$ cat src/rtl/mult_pkg.sv
// Shared arithmetic-unit definitions: multiplier FSM state
// encoding and the default operand width.
package mult_pkg;

    localparam logic [1:0] ST_IDLE  = 2'd0;
    localparam logic [1:0] ST_EVAL  = 2'd1;
    localparam logic [1:0] ST_SHIFT = 2'd2;
    localparam logic [1:0] ST_DONE  = 2'd3;

    localparam int MULT_N = 4;

endpackage

$ cat src/rtl/booth_mult_ctrl.sv
// Booth multiplier controller: IDLE/EVAL/SHIFT/DONE sequencing.
// BOOTH_SIGNED_EN selects Booth recoding, else plain add-shift.
module booth_mult_ctrl
    import mult_pkg::*;
(
    input  logic       clk,
    input  logic       rst_n,
    input  logic       start,
    input  logic [1:0] q0q1,
    input  logic       last,
    output logic       ld,
    output logic       add,
    output logic       sub,
    output logic       sft,
    output logic       decr,
    output logic       busy,
    output logic       done
);

    logic [1:0] state;
    logic [1:0] state_nxt;
    logic       in_eval;

    // state register
    always_ff @(posedge clk or negedge rst_n) begin
        if (!rst_n) begin
            state <= ST_IDLE;
        end else begin
            state <= state_nxt;
        end
    end

    // next-state selection
    always_comb begin
        state_nxt = state;
        unique case (state)
            ST_IDLE:  if (start) state_nxt = ST_EVAL;
            ST_EVAL:  state_nxt = ST_SHIFT;
            ST_SHIFT: state_nxt = last ? ST_DONE : ST_EVAL;
            ST_DONE:  state_nxt = ST_IDLE;
            default:  state_nxt = ST_IDLE;
        endcase
    end

    assign in_eval = (state == ST_EVAL);
    assign ld      = (state == ST_IDLE) && start;
    assign sft     = (state == ST_SHIFT);
    assign decr    = (state == ST_SHIFT);
    assign busy    = in_eval || sft;
    assign done    = (state == ST_DONE);

`ifdef BOOTH_SIGNED_EN
    // Booth recoding: 01 adds M, 10 subtracts M
    assign add = in_eval && (q0q1 == 2'b01);
    assign sub = in_eval && (q0q1 == 2'b10);
`else
    // q_1 is held clear, so 10 means "multiplier bit set": add M
    assign add = in_eval && (q0q1 == 2'b10);
    assign sub = 1'b0;
`endif

endmodule

$ cat src/rtl/booth_multiplier_seq.sv
// Sequential radix-2 Booth multiplier datapath (A, Q, M, q_1, count).
// Define BOOTH_SIGNED_EN for two's complement operands.
module booth_multiplier_seq
    import mult_pkg::*;
#(
    parameter int N = MULT_N
) (
    input  logic           clk,
    input  logic           rst_n,
    input  logic           start,
    input  logic [N-1:0]   multiplicand,
    input  logic [N-1:0]   multiplier,
    output logic [2*N-1:0] product,
    output logic           busy,
    output logic           done
);

    localparam int CW = $clog2(N + 1);

    // acc carries one guard bit so the most-negative case stays exact
    logic [N:0]    acc;
    logic [N-1:0]  m;
    logic [N-1:0]  q;
    logic          q_1;
    logic [CW-1:0] count;

    logic [N:0] mx;
    logic       fill;
    logic       q1_nxt;
    logic       last;

    logic ld;
    logic add;
    logic sub;
    logic sft;
    logic decr;

`ifdef BOOTH_SIGNED_EN
    assign mx     = {m[N-1], m};
    assign fill   = acc[N];
    assign q1_nxt = q[0];
`else
    assign mx     = {1'b0, m};
    assign fill   = 1'b0;
    assign q1_nxt = 1'b0;
`endif

    assign last = (count == CW'(1));

    booth_mult_ctrl u_ctrl (
        .clk   (clk),
        .rst_n (rst_n),
        .start (start),
        .q0q1  ({q[0], q_1}),
        .last  (last),
        .ld    (ld),
        .add   (add),
        .sub   (sub),
        .sft   (sft),
        .decr  (decr),
        .busy  (busy),
        .done  (done)
    );

    // operand load, add/sub of M, and right shift of {A,Q,q_1}
    always_ff @(posedge clk or negedge rst_n) begin
        if (!rst_n) begin
            acc <= '0;
            m   <= '0;
            q   <= '0;
            q_1 <= 1'b0;
        end else if (ld) begin
            acc <= '0;
            m   <= multiplicand;
            q   <= multiplier;
            q_1 <= 1'b0;
        end else if (add) begin
            acc <= acc + mx;
        end else if (sub) begin
            acc <= acc - mx;
        end else if (sft) begin
            acc <= {fill, acc[N:1]};
            q   <= {acc[0], q[N-1:1]};
            q_1 <= q1_nxt;
        end
    end

    // step counter, reloaded on every accepted start
    always_ff @(posedge clk or negedge rst_n) begin
        if (!rst_n) begin
            count <= '0;
        end else if (ld) begin
            count <= CW'(N);
        end else if (decr) begin
            count <= count - CW'(1);
        end
    end

    // result captured from the final shift so it is valid with done
    always_ff @(posedge clk or negedge rst_n) begin
        if (!rst_n) begin
            product <= '0;
        end else if (sft && last) begin
            product <= {acc, q[N-1:1]};
        end
    end

endmodule

$ cat config.mk
export PLATFORM = sky130hd
export DESIGN_NAME = booth_multiplier_seq
export DESIGN_NICKNAME = d
export VERILOG_FILES = /design/src/rtl/mult_pkg.sv /design/src/rtl/booth_mult_ctrl.sv /design/src/rtl/booth_multiplier_seq.sv
export SDC_FILE = /design/constraint.sdc
export NUM_CORES = 1
export LEC_CHECK = 0
export ABC_AREA = 0
export BUFFER_PORTS_ARGS = -buffer_cell sky130_fd_sc_hd__buf_2
export CORE_ASPECT_RATIO = 0.8
export CORE_MARGIN = 2
export CORE_UTILIZATION = 40
export DETAILED_ROUTE_END_ITERATION = 8
export HOLD_SLACK_MARGIN = 0.02
export SLEW_MARGIN = 30
export SYNTH_ARGS = -nofsm -noshare
export SYNTH_HDL_FRONTEND = slang
export SYNTH_SLANG_ARGS = --single-unit
$ cat constraint.sdc
create_clock -name clk -period 2.2 [get_ports clk]
set_input_delay 0.55 -clock clk [delete_from_list [all_inputs] [get_ports clk]]
set_output_delay 0.55 -clock clk [all_outputs]
set_load 0.02 [all_outputs]
==> summary.txt <==
Timing
  – RSZ-0062 raised after global routing: no
  – Slew Limit Headroom: approximately 60%
  – Final setup fails: 0
  – Worst slew pin tran: ~0.60 ns
  – Final hold vios: 0
  – Max-slew violations: 0
  – Maximum clock rate: around 560 MHz
  – Final setup TNS: 0 ns
  – Final Skew: 0.00663 ns
  – Crit path time final: between 1.5 and 2 ns
  – Part of the cycle the worst path needs: roughly 82%
  – WHS: around 0.27 ns

Global routing
  – Vias in the first global route: between 900 and 1000
  – Global route overflow: 0
  – GR Util All Layers: 14.6%
  – First-pass GRT wire length: approximately 4500 µm
  – Largest net degree at the start of global routing: 27
  – Initial antenna violation count: 0

Die
  – DIE HEIGHT: between 50 and 60 µm
  – Die extent in x: slightly below 70 µm
  – FP Rows: 18
  – Top-Level Pins: 21
  – Starting density of the core: between 40 and 50%
  – Die area: a little under 4000 µm²
  – Core box area: 3150 µm²

Placed design
  – Final weighted congestion in routability-driven placement: roughly 0.78
  – IO Port Bufs: 20
  – DP Wirelength: 1970 µm

Critical path
  – Worst-path cell chain: inv_1 -> ha_1 -> buf_2
  – Reg2reg end: q[1]
  – Critical path fanouts, max: 4
  – Crit end category: primary output
  – Worst path max stage delay: between 0.4 and 0.5 ns
  – Reg2Reg Depth: 5
  – Worst Path Arrival: 1.24 ns
  – Critical Path Source Type: flop
  – Crit path to: busy
  – Reg2reg setup slack: approximately 0.45 ns
  – Crit path from: u_ctrl.state[0]
  – Critical-path top delay cell: dfrtp_1
  – Crit path kind: reg2out
  – Worst Path Required: roughly 1.7 ns
  – Worst reg2reg startpoint: u_ctrl.state[0]

CTS
  – Worst-path clk slew: 0.09 ns
  – Skew-Pair Late Insertion Delay: about 0.27 ns
  – H-tree depth: 1
  – Root buffer cell: clkbuf_8
  – Max Root-Sink Buffers: 2
  – Setup Buffers After CTS: 0
  – CTS buffer count: 3
  – Clk sinks: 26
  – Post_cts resized: 0
  – CTS tree: built
  – Hold buffers post-CTS: 0

Power
  – Leakage power: 0.000779 µW
  – Cell area power density: about 1500 nW/µm²
  – Peak VDD IR: around 0.56 mV

Cells and area
  – Fill cells: 307
  – Register area: approximately 650 µm²
  – Net count, final: approximately 170
  – Area of the multi-input gates: roughly 660 µm²
  – Layout cells sized above 1: between 20% and 30%
  – Area growth syn-to-layout: 14.9%
  – Diode count: 0

Logic synthesis
  – Syn_area_per_cell: about 11 µm²
  – Post-synthesis sequential area ratio: around half
  – Fraction of registers with async set/reset: between 90% and 100%
  – Post-synth EDFFs: 0
  – Commonest register cell after synthesis: dfrtp_1
  – Yosys reg bits: 26
  – Post-Syn Instances: around 120
  – Synthesized cell area: about 1400 µm²
  – Distinct cells, synth: 32
  – Post-Synthesis Net Count: 145
  – Synth warn: 0

Outcome
  – Run status: completed

Job
  – Max Cap Viol: 0

Routing
  – Drt wl/cell: 13.6 µm
  – Number of DRC markers in iteration 0: 32
  – Post-Route WL: between 2000 and 3000 µm
  – Antenna viol nets, final: 0
  – DRT Pass-1 Iters: 4
  – Residual DRC: 0
  – Routed via count divided by cell count: about 5.2
  – DR vias: about 960

Min path
  – Worst hold path class: in2async
-- sequential cells by signal (all words and copies together), names as in the netlist --
signal and count:
u_ctrl.state 2, product 8, q 4, count 3, m 4, acc 5
-- metrics by stage --
stage	instance area, µm²	power (µW)	utilization (%)	worst slack (ns)	cells
final	1550	2270	49.3	0.407	184
after CTS	1550	2300	49.3	0.395	184
after floorplan	1350	1650	-	0.759	122
after global routing	1550	2480	49.3	0.317	184
after global placement	1480	1850	47.0	0.561	180
after detailed placement	1480	1900	47.0	0.453	180
-- area by class of cell --
type                       instances  share of cell area, %
multi-input combinational         88                   42.2
sequential                        26                   41.9
timing repair buffer              21                   6.92
tap                               40                   3.22
clock buffer                       3                   2.66
clock inverter                     1                   1.93
inverter                           5                   1.21
-- placed cells by master (no fill, tap or decap), types with 2 or more instances in the layout --
master	synthesis	routed
nor2_1	6	6
nand3_1	4	4
mux2i_1	6	6
mux2_2	8	8
o21ai_0	4	4
a21oi_1	8	8
buf_2	1	20
inv_1	4	4
dfrtp_1	26	26
ha_1	11	11
a211oi_1	3	3
o21ai_1	3	3
nand2_1	17	17
clkbuf_8	0	3
a31oi_1	2	2
-- synthesized netlist by cell type (all sizes together) (2+ instances only) --
library cell / number / share of area (%)
dfrtp: 26 / 48
nand2: 18 / 5.2
ha: 11 / 10
mux2: 9 / 7.8
a21oi: 8 / 3.0
o21ai: 7 / 2.6
mux2i: 6 / 4.4
nor2: 6 / 1.7
inv: 5 / 1.4
nand3: 4 / 1.5
a211oi: 3 / 1.7
buf: 3 / 2.0
a31oi: 2 / 0.92
-- power breakdown --
part	switching [µW]	total, µW	internal (µW)
clock network	150	393	243
registers	171	852	681
logic	573	1020	452
total	894	2270	1380
-- critical path, delay by kind of cell (launching register included) --
kind       cells  cell delay [ns]
fa+ha+maj      1             0.30
buf+inv        2             0.27
flops          1             0.41
-- kinds of logic after synthesis --
family / after synthesis / synth area share, %
adder cells (fa/ha/maj): 12 / 11.7
XOR/XNOR: 2 / 1.30
flip-flops: 26 / 48.1
AND/OR/NAND/NOR: 37 / 13.7
multiplexers: 15 / 12.2
buffers and inverters: 8 / 3.42
AO/OA/AOI/OAI: 22 / 9.62
-- how the worst min path moves through the flow --
stage | start | endpoint
3_3_place_gp | m[0] | m[0]
6_report | rst_n | q[2]
4_1_cts | rst_n | product[1]
5_1_grt | rst_n | q[2]
3_5_place_dp | m[0] | m[0]
2_1_floorplan | rst_n | acc[0]
-- per-layer routing --
metal  GRT usage (%)  wire length [µm]
met5               0                 0
met1            18.2              1200
met3            5.43               129
met4            3.92                10
met2            23.8              1170
(Power assumes the default switching activity.)
